$ cat src/rtl/ac97_slot_builder_mc.sv
// AC'97 output-frame assembler: sample FIFO, per-frame slot0..slot12 build,
// and a codec register command channel with read-response capture.
module ac97_slot_builder_mc #(
  parameter int NCH        = 2,
  parameter int SAMPLE_W   = 18,
  parameter int DEPTH      = 8,
  parameter int RD_TIMEOUT = 4
) (
  input  logic                    clk_i,
  input  logic                    RESET,
  input  logic                    frame_strobe,
  input  logic                    codec_ready,
  input  logic                    smp_valid,
  output logic                    smp_ready,
  input  logic [NCH*SAMPLE_W-1:0] smp_data,
  input  logic                    reg_we,
  input  logic                    reg_rd,
  input  logic [6:0]              reg_addr,
  input  logic [15:0]             reg_wdata,
  output logic                    cmd_busy,
  output logic                    rd_valid,
  output logic                    rd_err,
  output logic [15:0]             rd_data,
  input  logic [15:0]             slot0_in,
  input  logic [19:0]             slot1_in,
  input  logic [19:0]             slot2_in,
  output logic [15:0]             slot0_o,
  output logic [239:0]            slots_o,
  output logic [15:0]             underrun_cnt
);

  localparam int WORD_W = NCH * SAMPLE_W;
  localparam int PW     = (DEPTH > 1) ? $clog2(DEPTH) : 1;
  localparam int CW     = $clog2(DEPTH) + 1;
  localparam int TW     = (RD_TIMEOUT > 1) ? $clog2(RD_TIMEOUT + 1) : 1;
  localparam logic [CW-1:0] FULL_CNT = CW'(DEPTH);
  localparam logic [TW-1:0] TMO_LAST = TW'(RD_TIMEOUT - 1);
  // A mono stream fills both front slots, so two slots are driven when NCH == 1.
  localparam int ACT_CH = (NCH == 1) ? 2 : NCH;
  localparam int          SLOT_OFS [6] = '{40, 60, 100, 120, 140, 160};
  localparam logic [15:0] TAG_MASK [6] = '{16'h1000, 16'h0800, 16'h0200,
                                           16'h0100, 16'h0080, 16'h0040};

  typedef enum logic [1:0] {IDLE, PEND_WR, PEND_RD, WAIT_RD} cmd_state_t;

  function automatic logic [19:0] justify(input logic [SAMPLE_W-1:0] s);
    logic [19:0] r;
    r = '0;
    r[19 -: SAMPLE_W] = s;
    return r;
  endfunction

  function automatic logic [15:0] sat_inc(input logic [15:0] v);
    return (v == 16'hFFFF) ? v : v + 16'd1;
  endfunction

  logic [WORD_W-1:0] mem [DEPTH];
  logic [PW-1:0]     wr_ptr, rd_ptr;
  logic [CW-1:0]     fifo_cnt;
  logic              fifo_empty, push, pop;
  logic [WORD_W-1:0] head_p0;
  logic [19:0]       ch_word [6];

  cmd_state_t    state_q, state_d;
  logic [6:0]    cmd_addr;
  logic [15:0]   cmd_wdata;
  logic [TW-1:0] tmo_q;
  logic          latch_wr, latch_rd, emit, rsp_ok, rsp_to, tmo_clr, tmo_inc;
  logic          rsp_match;

  logic [15:0]   slot0_d;
  logic [239:0]  slots_d;

  logic unused_bits;
  assign unused_bits = ^{slot0_in[12:0], slot1_in[19], slot1_in[11:0], slot2_in[3:0]};

  assign fifo_empty = (fifo_cnt == '0);
  assign smp_ready  = (fifo_cnt != FULL_CNT);
  assign pop        = frame_strobe & codec_ready & ~fifo_empty;
  // A simultaneous pop frees the slot, so a push is taken even while full.
  assign push       = smp_valid & (smp_ready | pop);
  assign head_p0    = mem[rd_ptr];
  assign cmd_busy   = (state_q != IDLE);
  assign rsp_match  = (slot0_in[15:13] == 3'b111) && (slot1_in[18:12] == cmd_addr);

  for (genvar k = 0; k < 6; k++) begin : g_ch
    if (k < NCH) begin : g_used
      assign ch_word[k] = justify(head_p0[k*SAMPLE_W +: SAMPLE_W]);
    end else if (NCH == 1 && k == 1) begin : g_dup
      assign ch_word[k] = justify(head_p0[SAMPLE_W-1:0]);
    end else begin : g_zero
      assign ch_word[k] = '0;
    end
  end

  always_ff @(posedge clk_i) begin
    if (push && !RESET) mem[wr_ptr] <= smp_data;
  end

  always_comb begin
    state_d  = state_q;
    latch_wr = 1'b0;
    latch_rd = 1'b0;
    emit     = 1'b0;
    rsp_ok   = 1'b0;
    rsp_to   = 1'b0;
    tmo_clr  = 1'b0;
    tmo_inc  = 1'b0;
    case (state_q)
      IDLE: begin
        if (reg_we) begin
          latch_wr = 1'b1;
          state_d  = PEND_WR;
        end else if (reg_rd) begin
          latch_rd = 1'b1;
          state_d  = PEND_RD;
        end
      end
      PEND_WR: begin
        if (frame_strobe && codec_ready) begin
          emit    = 1'b1;
          state_d = IDLE;
        end
      end
      PEND_RD: begin
        if (frame_strobe && codec_ready) begin
          emit    = 1'b1;
          tmo_clr = 1'b1;
          state_d = WAIT_RD;
        end
      end
      WAIT_RD: begin
        if (frame_strobe) begin
          if (rsp_match) begin
            rsp_ok  = 1'b1;
            state_d = IDLE;
          end else if (tmo_q == TMO_LAST) begin
            rsp_to  = 1'b1;
            state_d = IDLE;
          end else begin
            tmo_inc = 1'b1;
          end
        end
      end
      default: state_d = IDLE;
    endcase
  end

  always_ff @(posedge clk_i) begin
    if (latch_wr) begin
      cmd_addr  <= reg_addr;
      cmd_wdata <= reg_wdata;
    end else if (latch_rd) begin
      cmd_addr  <= reg_addr;
    end
  end

  // Frame assembly, sampled into the output registers at the strobe
  always_comb begin
    slot0_d = '0;
    slots_d = '0;
    if (codec_ready) begin
      slot0_d[15] = 1'b1;
      if (emit) begin
        slot0_d[14]   = 1'b1;
        slot0_d[13]   = (state_q == PEND_WR);
        slots_d[19:0] = {(state_q == PEND_RD), cmd_addr, 12'b0};
        if (state_q == PEND_WR) slots_d[39:20] = {cmd_wdata, 4'b0};
      end
      if (!fifo_empty) begin
        for (int k = 0; k < 6; k++) begin
          if (k < ACT_CH) begin
            slots_d = slots_d | (240'(ch_word[k]) << SLOT_OFS[k]);
            slot0_d = slot0_d | TAG_MASK[k];
          end
        end
      end
    end
  end

  always_ff @(posedge clk_i) begin
    if (RESET) begin
      state_q      <= IDLE;
      wr_ptr       <= '0;
      rd_ptr       <= '0;
      fifo_cnt     <= '0;
      tmo_q        <= '0;
      slot0_o      <= '0;
      slots_o      <= '0;
      rd_valid     <= 1'b0;
      rd_err       <= 1'b0;
      rd_data      <= '0;
      underrun_cnt <= '0;
    end else begin
      state_q  <= state_d;
      rd_valid <= rsp_ok | rsp_to;
      rd_err   <= rsp_to;
      if (push) wr_ptr <= wr_ptr + 1'b1;
      if (pop)  rd_ptr <= rd_ptr + 1'b1;
      case ({push, pop})
        2'b10:   fifo_cnt <= fifo_cnt + 1'b1;
        2'b01:   fifo_cnt <= fifo_cnt - 1'b1;
        default: fifo_cnt <= fifo_cnt;
      endcase
      if (tmo_clr)      tmo_q <= '0;
      else if (tmo_inc) tmo_q <= tmo_q + 1'b1;
      if (rsp_ok)      rd_data <= slot2_in[19:4];
      else if (rsp_to) rd_data <= '0;
      if (frame_strobe) begin
        slot0_o <= slot0_d;
        slots_o <= slots_d;
        if (codec_ready && fifo_empty) underrun_cnt <= sat_inc(underrun_cnt);
      end
    end
  end

endmodule

$ cat config.mk
export PLATFORM = sky130hd
export DESIGN_NAME = ac97_slot_builder_mc
export DESIGN_NICKNAME = d
export VERILOG_FILES = /design/src/rtl/ac97_slot_builder_mc.sv
export SDC_FILE = /design/constraint.sdc
export NUM_CORES = 1
export LEC_CHECK = 0
export ABC_AREA = 1
export BUFFER_PORTS_ARGS = -buffer_cell sky130_fd_sc_hd__buf_2
export CORE_MARGIN = 2
export CORE_UTILIZATION = 24
export DETAILED_ROUTE_END_ITERATION = 16
export PLACE_DENSITY = 0.5
export SLEW_MARGIN = 20
export SYNTH_ARGS = -nofsm -noshare
export SYNTH_HDL_FRONTEND = slang
export SYNTH_SLANG_ARGS = --single-unit
$ cat constraint.sdc
create_clock -name clk_i -period 3.5 [get_ports clk_i]
set_input_delay 0.175 -clock clk_i [delete_from_list [all_inputs] [get_ports clk_i]]
set_output_delay 0.175 -clock clk_i [all_outputs]
set_load 0.05 [all_outputs]
==> flow_summary.ini <==
[worst_setup_path]
cp-start-kind = primary input
crit_path_frequent_cell = nand2_1
crit_chain = dlygate4sd3_1 > buf_2 > nand2_2 > nand4_1 > nand2_1 > nor2_1 > nand2_1 > nor2_4 > buf_12
crit_slowest_cell = nor2_4
timing.rr.start = fifo_cnt[0]$_SDFFE_PP0P_
crit_path_start = frame_strobe
path_class = in2reg
endpoint_kind = flop
critical_path_buf_inv_count = 3
max_stage_delay_ps = 550
arrival_ps = 2620
critPathTopFamily = simple AND/OR/NAND/NOR gates
crit_fanout = 23
required_ps = 3760

[routing]
dr.first_iter.drc_count = 586
post_drt_via_cell_ratio = 4.00
ant_nets = 0
post_drt_wl_per_cell_um = 14.6
drc = 0
wirelength_mm = 45.0
via_count = 12400
firstDrtPassIters = 5

[floorplanning]
die-area_mm2 = 0.0799
ioPinCount = 414
die_y_um = 283
dieWidth_um = 283
start_util = 0.241
core-area_mm2 = 0.0772
placementRows = 102

[yosys]
syn-cell-area_mm2 = 0.0186
post-synth-top-area-cell = edfxtp_1
synthTopCellsByArea = edfxtp_1, dfxtp_1, buf_4, nand2_1, inv_1
synth_top_cell_area_share = 0.501
yosysWarnings = 0
netlist_instances = 1742
synth_area_per_cell_um2 = 10.7
ys_seq_elements = 427
post_synth_num_cell_types = 33
yosysSeqAreaShare = 0.626

[global_route]
antenna_found_initial = 7
grt_pass1_wl_mm = 67.4
use_met1 = 0.139
grt_pass1_vias = 11600
gr-total-overflow = 0
grt_max_degree = 73
grtUsageMet3 = 0.0239
track_usage = 0.109
top_usage_layer = met2
grt_util_met2 = 0.185

[clocking]
cts.sinks = 427
clk_pin_slew_ps = 60
cts_buffers = 48
ctsResizeCount = 0
clock_path_buffers = 3
h-tree-depth = 2
clock_latency_ps = 590
cts_tree = yes
cts-root-buf = clkbuf_16

[timing]
worstMarginPinSlew_ps = 1030
setup_viol = 0
final_hold_viol_count = 0
slew_viol_final = 0
relSlewSlack = 0.314
clock_skew_ps = 25.8
timing.final.crit_share = 0.676
rsz0062_at_grt = false
setup_ws_ps = 1130
fmax_mhz = 422
period_needed_ps = 2370

[power]
leakage_nw = 8.69
power_density_mw_per_mm2 = 563
vdd_ir_drop_max_mv = 0.330

[finish]
drive_gt1_frac = 0.173
stdcell_area_mm2 = 0.0224
final_cells = 3088
fin_nets = 2141
final_util = 0.290
syn_to_final_growth_pct = 20.2

[place]
hpwlAfterDp_mm = 27.5
place_inst = 2916
gp_congestion = 0.776
pre_cts_ws_ps = 1060
io_buffers = 192
placedInstanceArea_mm2 = 0.0201

[min_path]
hold_path_class = in2reg
hp-start = reg_rd

[job]
cap_violations = 0

[status]
outcome = completed
## synth_stat cells
cell type  count
nand4_1        5
nand2_2       14
fa_1           1
nor2_1        57
buf_1          4
a22oi_1       17
xor2_1         6
conb_1         1
inv_1        201
o21ai_0       84
dfxtp_1      116
nor2_2         5
nor2_4         1
nand3_2        2
ha_1          11
nand2_4        3
clkbuf_1      34
clkinv_1       1
xnor2_1        8
buf_6          4
nand3_1      140
buf_12         1
nor3_1         5
buf_4        197
buf_2         36
inv_2          4
a21oi_1      145
and2_1         1
nor2_8         1
a21oi_2       19
o211ai_1      73
edfxtp_1     311
nand2_1      234
## power by group
group / leakage [nW] / internal [W] / switching [W]
combinational: 4.19 / 0.000484 / 0.00147
sequential: 3.76 / 0.00567 / 0.000179
clock: 0.741 / 0.00277 / 0.00206
total: 8.69 / 0.00891 / 0.00370
## timing repair
item                                    4_1_cts  5_1_grt
setup buffers                                 0        0
endpoints found under the hold margin       344        0
endpoints found under the setup margin        0        0
hold buffers                                 81        0
## metal layers
metal | vias to the layer above | share of wire
li1 | 6061 | -
met1 | 5874 | 0.43
met2 | 353 | 0.49
met3 | 71 | 0.054
met4 | 8 | 0.020
met5 | - | 0.0010
## state kept, by name (all words and copies together), names as in the netlist, 4 cells and up, named ones only
name	flops
slot0_o	4
rd_data	16
mem	288
fifo_cnt	4
slots_o	60
cmd_addr	7
cmd_wdata	16
underrun_cnt	16
## worst reg2reg max path, cell delays in order, from the launching register on
cell,delay (ps)
dfxtp_1,410
nor2_2,80
nand4_1,80
nand2_1,180
nor2_1,190
nand2_1,240
nor2_4,550
buf_12,300
## cell families (layout without fill, tap and decap cells)
group,count (synthesis),in the layout,synth area share
simple gates,468,468,0.111
xor+xnor,14,14,0.00658
compound gates,338,338,0.107
flops,427,427,0.626
buf+inv,482,596,0.142
fa+ha+maj,12,12,0.00846
other cells,1,193,0.000201
## worst paths after layout
check | endpoint | slack [ps] | cells past startpoint
worst max-delay path | mem[7][27]$_DFFE_PP_ | 1130 | 9
worst min register to register | flop | 440 | 1
worst min-delay path | cmd_addr[1]$_DFFE_PP_ | 220 | 3
worst max register to register | mem[7][27]$_DFFE_PP_ | 1140 | 7
## metrics by stage
step	hold WS [ps]	power [W]	TNS, ps
2_1_floorplan	274	0.00755	-36300
3_3_place_gp	354	0.00780	0
3_5_place_dp	353	0.00784	0
4_1_cts	177	0.0128	0
5_1_grt	220	0.0132	0
6_report	217	0.0126	0
## placed cells by master (no fill, tap or decap), drive strengths merged, types with 11 or more instances in the layout
| master | count |
|---|---|
| clkinv | 25 |
| inv | 208 |
| o211ai | 73 |
| nor2 | 64 |
| clkbuf | 57 |
| o21ai | 84 |
| a22oi | 17 |
| nand3 | 142 |
| dlygate4sd3 | 81 |
| conb | 191 |
| nand2 | 251 |
| edfxtp | 311 |
| ha | 11 |
| dfxtp | 116 |
| buf | 220 |
| a21oi | 164 |
## layout make-up
cell class	count	area, um^2
fillers	7954	54800
flip-flops and latches	427	11700
multi-input cells	1023	5090
repair buffers	301	2050
well taps	1040	1300
clock buffers	57	1290
inverters	206	773
clock inverters	32	215
diodes	2	5.00
Note: power is estimated with default switching activity, not from simulation.
